[config.mk]
export PLATFORM = sky130hd
export DESIGN_NAME = renkon_ctrl_pool_wb_flat
export DESIGN_NICKNAME = d
export VERILOG_FILES = /design/src/rtl/renkon_ctrl_pool_wb_if.sv /design/src/rtl/renkon_ctrl_pool_wb.sv /design/src/flat_wrapper.sv
export SDC_FILE = /design/constraint.sdc
export NUM_CORES = 1
export LEC_CHECK = 0
export ABC_CLOCK_PERIOD_IN_PS = 3300
export CAP_MARGIN = 20
export CORE_MARGIN = 10
export CORE_UTILIZATION = 45
export DETAILED_ROUTE_END_ITERATION = 6
export MAX_ROUTING_LAYER = met4
export PLACE_DENSITY = 0.82
export SYNTH_ARGS = -nofsm -noshare
export SYNTH_HDL_FRONTEND = slang
export SYNTH_SLANG_ARGS = --single-unit
[constraint.sdc]
create_clock -name clk -period 3.3 [get_ports clk]
set_clock_uncertainty 0.2 [all_clocks]
set_input_delay 0.99 -clock clk [delete_from_list [all_inputs] [get_ports clk]]
set_output_delay 0.99 -clock clk [all_outputs]
set_load 0.01 [all_outputs]
[src/rtl/renkon_ctrl_pool_wb_if.sv]
// ============================================================================
// Module   : ctrl_bus
// Brief    : start/valid/stop control stream between pooling and write-back.
// Revision : 1.0
// ============================================================================
`default_nettype none

interface ctrl_bus;
  logic start;
  logic valid;
  logic stop;

  modport master (output start, output valid, output stop);
  modport slave  (input  start, input  valid, input  stop);
endinterface

`default_nettype wire

[src/rtl/renkon_ctrl_pool_wb.sv]
// ============================================================================
// Module   : renkon_ctrl_pool_wb
// Brief    : Writes a pooled map into output memory, raster order from a base.
//            Optional overflow guard: define RENKON_POOL_WB_OVF_EN.
// Revision : 1.0
// ============================================================================
`default_nettype none

module renkon_ctrl_pool_wb #(
  parameter int LWIDTH  = 10,
  parameter int MEMSIZE = 12,
  parameter int DWIDTH  = 16
) (
  input  logic               clk,
  input  logic               rst,
  ctrl_bus.slave             in_ctrl,
  input  logic [DWIDTH-1:0]  pool_data,
  input  logic [LWIDTH-1:0]  out_size,
  input  logic [MEMSIZE-1:0] out_base,
  output logic               mem_we,
  output logic [MEMSIZE-1:0] mem_addr,
  output logic [DWIDTH-1:0]  mem_wdata,
  output logic               busy,
  output logic               done,
  output logic               err
);

  typedef enum logic [1:0] {
    S_WAIT   = 2'd0,
    S_ACTIVE = 2'd1,
    S_DONE   = 2'd2
  } state_t;

  state_t               state_q, state_d;
  logic [LWIDTH-1:0]    size_q, size_d;
  logic [LWIDTH-1:0]    x_q, x_d;
  logic [LWIDTH-1:0]    y_q, y_d;
  logic [MEMSIZE-1:0]   addr_q, addr_d;
  logic                 mem_we_q, mem_we_d;
  logic [MEMSIZE-1:0]   mem_addr_q, mem_addr_d;
  logic [DWIDTH-1:0]    mem_wdata_q, mem_wdata_d;

  logic [LWIDTH-1:0]    size_m1;
  logic                 x_last;
  logic                 y_last;
  logic                 wr_block;

  // A size of zero makes size_m1 all-ones, so the counters wrap at 2^LWIDTH.
  assign size_m1 = size_q - LWIDTH'(1);
  assign x_last  = (x_q == size_m1);
  assign y_last  = (y_q == size_m1);

`ifdef RENKON_POOL_WB_OVF_EN
  logic full_q, full_d;
  logic err_q, err_d;

  assign wr_block = full_q;

  always_comb begin
    full_d = full_q;
    err_d  = err_q;
    if (state_q == S_WAIT && in_ctrl.start) begin
      full_d = 1'b0;
      err_d  = 1'b0;
    end else if (state_q == S_ACTIVE && in_ctrl.valid) begin
      if (full_q) begin
        err_d = 1'b1;
      end else if (x_last && y_last) begin
        full_d = 1'b1;
      end
    end
  end

  always_ff @(posedge clk or posedge rst) begin
    if (rst) begin
      full_q <= 1'b0;
      err_q  <= 1'b0;
    end else begin
      full_q <= full_d;
      err_q  <= err_d;
    end
  end

  assign err = err_q;
`else
  assign wr_block = 1'b0;
  assign err      = 1'b0;
`endif

  always_comb begin
    state_d     = state_q;
    size_d      = size_q;
    x_d         = x_q;
    y_d         = y_q;
    addr_d      = addr_q;
    mem_we_d    = 1'b0;
    mem_addr_d  = mem_addr_q;
    mem_wdata_d = mem_wdata_q;

    case (state_q)
      S_WAIT: begin
        if (in_ctrl.start) begin
          state_d = S_ACTIVE;
          size_d  = out_size;
          x_d     = '0;
          y_d     = '0;
          addr_d  = out_base;
        end
      end
      S_ACTIVE: begin
        // A valid coinciding with stop is still written before leaving.
        if (in_ctrl.valid && !wr_block) begin
          mem_we_d    = 1'b1;
          mem_addr_d  = addr_q;
          mem_wdata_d = pool_data;
          addr_d      = addr_q + MEMSIZE'(1);
          x_d         = x_last ? '0 : x_q + LWIDTH'(1);
          if (x_last) begin
            y_d = y_last ? '0 : y_q + LWIDTH'(1);
          end
        end
        if (in_ctrl.stop) begin
          state_d = S_DONE;
        end
      end
      S_DONE: begin
        state_d = S_WAIT;
      end
      default: begin
        state_d = S_WAIT;
      end
    endcase
  end

  always_ff @(posedge clk or posedge rst) begin
    if (rst) begin
      state_q     <= S_WAIT;
      size_q      <= '0;
      x_q         <= '0;
      y_q         <= '0;
      addr_q      <= '0;
      mem_we_q    <= 1'b0;
      mem_addr_q  <= '0;
      mem_wdata_q <= '0;
    end else begin
      state_q     <= state_d;
      size_q      <= size_d;
      x_q         <= x_d;
      y_q         <= y_d;
      addr_q      <= addr_d;
      mem_we_q    <= mem_we_d;
      mem_addr_q  <= mem_addr_d;
      mem_wdata_q <= mem_wdata_d;
    end
  end

  assign mem_we    = mem_we_q;
  assign mem_addr  = mem_addr_q;
  assign mem_wdata = mem_wdata_q;
  assign busy      = (state_q == S_ACTIVE);
  assign done      = (state_q == S_DONE);

endmodule

`default_nettype wire
[src/flat_wrapper.sv]
// flat-port wrapper written by rule: the top's interface ports become plain ports
module renkon_ctrl_pool_wb_flat 
#(
  parameter int LWIDTH  = 10,
  parameter int MEMSIZE = 12,
  parameter int DWIDTH  = 16
)
  (clk, rst, pool_data, out_size, out_base, mem_we, mem_addr, mem_wdata, busy, done, err, in_ctrl_start, in_ctrl_valid, in_ctrl_stop);
  ctrl_bus in_ctrl_i ();
  input  logic clk;
  input  logic rst;
  input  logic [DWIDTH-1:0] pool_data;
  input  logic [LWIDTH-1:0] out_size;
  input  logic [MEMSIZE-1:0] out_base;
  output logic mem_we;
  output logic [MEMSIZE-1:0] mem_addr;
  output logic [DWIDTH-1:0] mem_wdata;
  output logic busy;
  output logic done;
  output logic err;
  input wire logic [$bits(in_ctrl_i.start)-1:0] in_ctrl_start;
  input wire logic [$bits(in_ctrl_i.valid)-1:0] in_ctrl_valid;
  input wire logic [$bits(in_ctrl_i.stop)-1:0] in_ctrl_stop;
  assign in_ctrl_i.start = in_ctrl_start;
  assign in_ctrl_i.valid = in_ctrl_valid;
  assign in_ctrl_i.stop = in_ctrl_stop;
  renkon_ctrl_pool_wb #(.LWIDTH(LWIDTH), .MEMSIZE(MEMSIZE), .DWIDTH(DWIDTH)) u_core (.clk(clk), .rst(rst), .in_ctrl(in_ctrl_i), .pool_data(pool_data), .out_size(out_size), .out_base(out_base), .mem_we(mem_we), .mem_addr(mem_addr), .mem_wdata(mem_wdata), .busy(busy), .done(done), .err(err));
endmodule
==> out/qor.tcl <==
set qor(result_of_the_run) {finished, final reports clean}
set qor(crit_path_max_incr_delay_ns) 0.58
set qor(routed-via-count) 1458
set qor(p_per_area_mw_per_mm2) 875.7
set qor(tritoncts_clock_tree) {yes}
set qor(main_area_contributors_after_synthesis) {sky130_fd_sc_hd__dfrtp_1, sky130_fd_sc_hd__mux2_2, sky130_fd_sc_hd__mux2_4, sky130_fd_sc_hd__a21oi_1, sky130_fd_sc_hd__nand2_1}
set qor(cts_buffer_depth) 2
set qor(synth_nets) 205
set qor(nets) 269
set qor(synth-seq-cells) 43
set qor(r2r_slack_ns) 1.05
set qor(cts_hold_buf) 0
set qor(yosysTopAreaCell) {sky130_fd_sc_hd__dfrtp_1}
set qor(syn_area_mm2) 0.001961
set qor(syn_inst) 161
set qor(path_delay_family) {buffers and inverters}
set qor(vias_in_the_first_global_route) 1421
set qor(achievable-frequency_mhz) 320.0
set qor(worst_setup_hold_path_clk_slew_ns) 0.08
set qor(fp.coreArea_mm2) 0.004115
set qor(regToRegStartpoint) {u_core.state_q[1]$_DFFE_PP0P_}
set qor(fin_util) 0.6573
set qor(portBuffers) 63
set qor(antennaDiodeCount) 0
set qor(synth.yosys.warnings) 0
set qor(drt.antenna.violating_nets) 0
set qor(detailedRoute.firstPassIterationCount) 4
set qor(avgRoutedWirePerCell_um) 16.43
set qor(critical_path_cell_list) {nand2b_1 > inv_6 > clkdlybuf4s50_1}
set qor(globalRouteOverflowTotal) 0
set qor(row_count) 23
set qor(clock_insertion_delay_worst_skew_ns) 0.29
set qor(cp-end-kind) {output port}
set qor(dp_hpwl_mm) 3.342
set qor(worst_hold_startpoint) {u_core.mem_wdata[13]$_DFFE_PP0P_}
set qor(ctsHtreeMaxLevel) 2
set qor(cts-resized-gates) 0
set qor(globalplace.congestion) 0.8478
set qor(synth.yosys.seq_area_share) 0.5488
set qor(antenna_found_initial) 0
set qor(area_growth_pct) 37.97
set qor(total_leakage_power_nw) 1.140
set qor(grt_start_max_net_pins) 29
set qor(final_hold_viol_count) 0
set qor(design.die.area_mm2) 0.007397
set qor(hold_depth) 1
set qor(reg2reg_depth) 5
set qor(grt_pass1_wl_mm) 7.362
set qor(post-route-drc-count) 0
set qor(routed_wirelength_mm) 4.536
set qor(crit_slowest_cell) {sky130_fd_sc_hd__clkdlybuf4s50_1}
set qor(floorplan.initialDensity) 0.4764
set qor(vias_per_cell) 5.283
set qor(grt.total_usage) 0.1277
set qor(cp.required_ns) 2.11
set qor(grt_setup_unrepaired) {false}
set qor(fp.dieW_um) 86.01
set qor(final.setup.tns_ns) 0
set qor(biggest_fanout_along_the_worst_timing_path) 28
set qor(ios) 75
set qor(startpoint_type) {flip-flop}
set qor(setup-violations-final) 0
set qor(post_synthesis_area_per_instance_um2) 12.18
set qor(hold-path-endpoint) {u_core.mem_wdata[13]$_DFFE_PP0P_}
set qor(class_of_the_most_critical_setup_path) {flip-flop to output port}
set qor(synth.distinct_cells) 38
set qor(clock_buffer_count_from_cts) 5
set qor(post_route_cells_drive_above_1_share) 0.2035
set qor(multiInputGateArea_um2) 803.3
set qor(clkSinkCount) 43
set qor(timing.rr.end) {u_core.mem_addr[9]$_DFFE_PP0P_}
set qor(timing.max_slew.rel_slack) 0.6178
set qor(seq_area_mm2) 0.001076
set qor(final_period_minus_worst_setup_slack_ns) 3.125
set qor(final-max-slew-violation-count) 0
set qor(first_iteration_detailed_routing_drc_count) 112
set qor(timing.hold.worst.class) {flip-flop to flip-flop}
set qor(max_cap_violations) 0
set qor(setup_buffers_after_cts) 0
set qor(critPathArrivalTime_ns) 1.93
set qor(max-vdd-ir-drop_v) 0.0004079
set qor(dieHeight_um) 86.01
set qor(cts-root-buf) {sky130_fd_sc_hd__clkbuf_8}
set qor(n_fill_cell) 325
set qor(highest_count_cells_in_the_layout_ignoring_fill_and_taps) {sky130_fd_sc_hd__clkdlybuf4s50_1, sky130_fd_sc_hd__dfrtp_1, sky130_fd_sc_hd__mux2_2}
set qor(worst_pin_slew_ns) 0.5724
set qor(critical_path.n_buffers_inverters) 2
set qor(layout.cells.most_common) {sky130_fd_sc_hd__clkdlybuf4s50_1}
set qor(synth_largest_type_area_fraction) 0.5488
set qor(finalCritPeriodShare) 0.9469
[flip-flops by register name, indices dropped and copies added (netlist names)]
register          flops
u_core.mem_addr      12
u_core.addr_q        12
u_core.state_q        2
u_core.mem_wdata     16
u_core.mem_we         1
[report_power, final]
part	switching [mW]	leakage, nW	internal (mW)
registers	0.191	0.494	0.779
clock network	0.174	0.0422	0.149
logic	0.425	0.604	0.652
[logic make-up (layout without fill, tap and decap cells)]
| group | count (synthesis) | count (layout) | share of synthesized area |
|---|---|---|---|
| AO/OA/AOI/OAI | 38 | 38 | 0.1251 |
| adder cells (fa/ha/maj) | 1 | 1 | 0.006381 |
| buffers and inverters | 12 | 77 | 0.04148 |
| flip-flops | 43 | 43 | 0.5488 |
| multiplexers | 28 | 28 | 0.1780 |
| other | 1 | 1 | 0.001913 |
| AND/OR/NAND/NOR | 38 | 38 | 0.09828 |
[synthesized netlist by cell type, drive strengths merged]
| cell | number |
|---|---|
| clkbuf | 1 |
| nor3 | 1 |
| a31oi | 3 |
| o22a | 2 |
| a21oi | 15 |
| buf | 8 |
| o21a | 1 |
| o21ai | 5 |
| mux2 | 28 |
| and3 | 1 |
| o32ai | 1 |
| dfrtp | 43 |
| nand4 | 1 |
| a41o | 1 |
| nor2b | 1 |
| a31o | 1 |
| or4 | 1 |
| nand2b | 3 |
| and4 | 2 |
| a21o | 1 |
| nand2 | 13 |
| conb | 1 |
| and2 | 2 |
| nand3 | 5 |
| nor2 | 8 |
| ha | 1 |
| inv | 3 |
| a2bb2oi | 4 |
| o22ai | 4 |
[area by class of cell]
cell class,instances,area share
clock buffers,7,0.02821
inverters,3,0.006013
well taps,50,0.02313
multi-input cells,106,0.2969
repair buffers,66,0.2461
flip-flops and latches,43,0.3978
clock inverters,1,0.001850
[worst max path at each step]
stage          slack, ns                          start                      endpoint  depth (start not counted)
2_1_floorplan       1.11                            rst  u_core.addr_q[0]$_DFFE_PP0P_                          1
5_1_grt             0.09  u_core.state_q[1]$_DFFE_PP0P_                          busy                          3
3_3_place_gp        0.51  u_core.state_q[1]$_DFFE_PP0P_                          busy                          3
3_5_place_dp        0.49  u_core.state_q[1]$_DFFE_PP0P_                          busy                          3
4_1_cts             0.16  u_core.state_q[1]$_DFFE_PP0P_                          busy                          3
6_report            0.18  u_core.state_q[1]$_DFFE_PP0P_                          busy                          3
[per-layer routing]
metal,vias up,part of all wire,global-route usage
met5,-,0,-
met4,0,0.017,0.05838
met3,7,0.062,0.03784
met2,49,0.45,0.1832
met1,698,0.47,0.1612
li1,704,-,-
[through the flow]
step                      hold slack [ns]  power [mW]  instances  instance area (um^2)  setup WS [ns]
final                              0.3050       2.369        276                  2705         0.1751
after global placement             0.2854       2.036        268                  2624         0.5053
after CTS                          0.3096       2.396        276                  2705         0.1633
after detailed placement           0.2919       2.070        268                  2624         0.4947
after global routing               0.3149       2.525        276                  2705        0.08810
after floorplan                    0.2645       1.547        161                  1961          1.107
(Power assumes the default switching activity.)
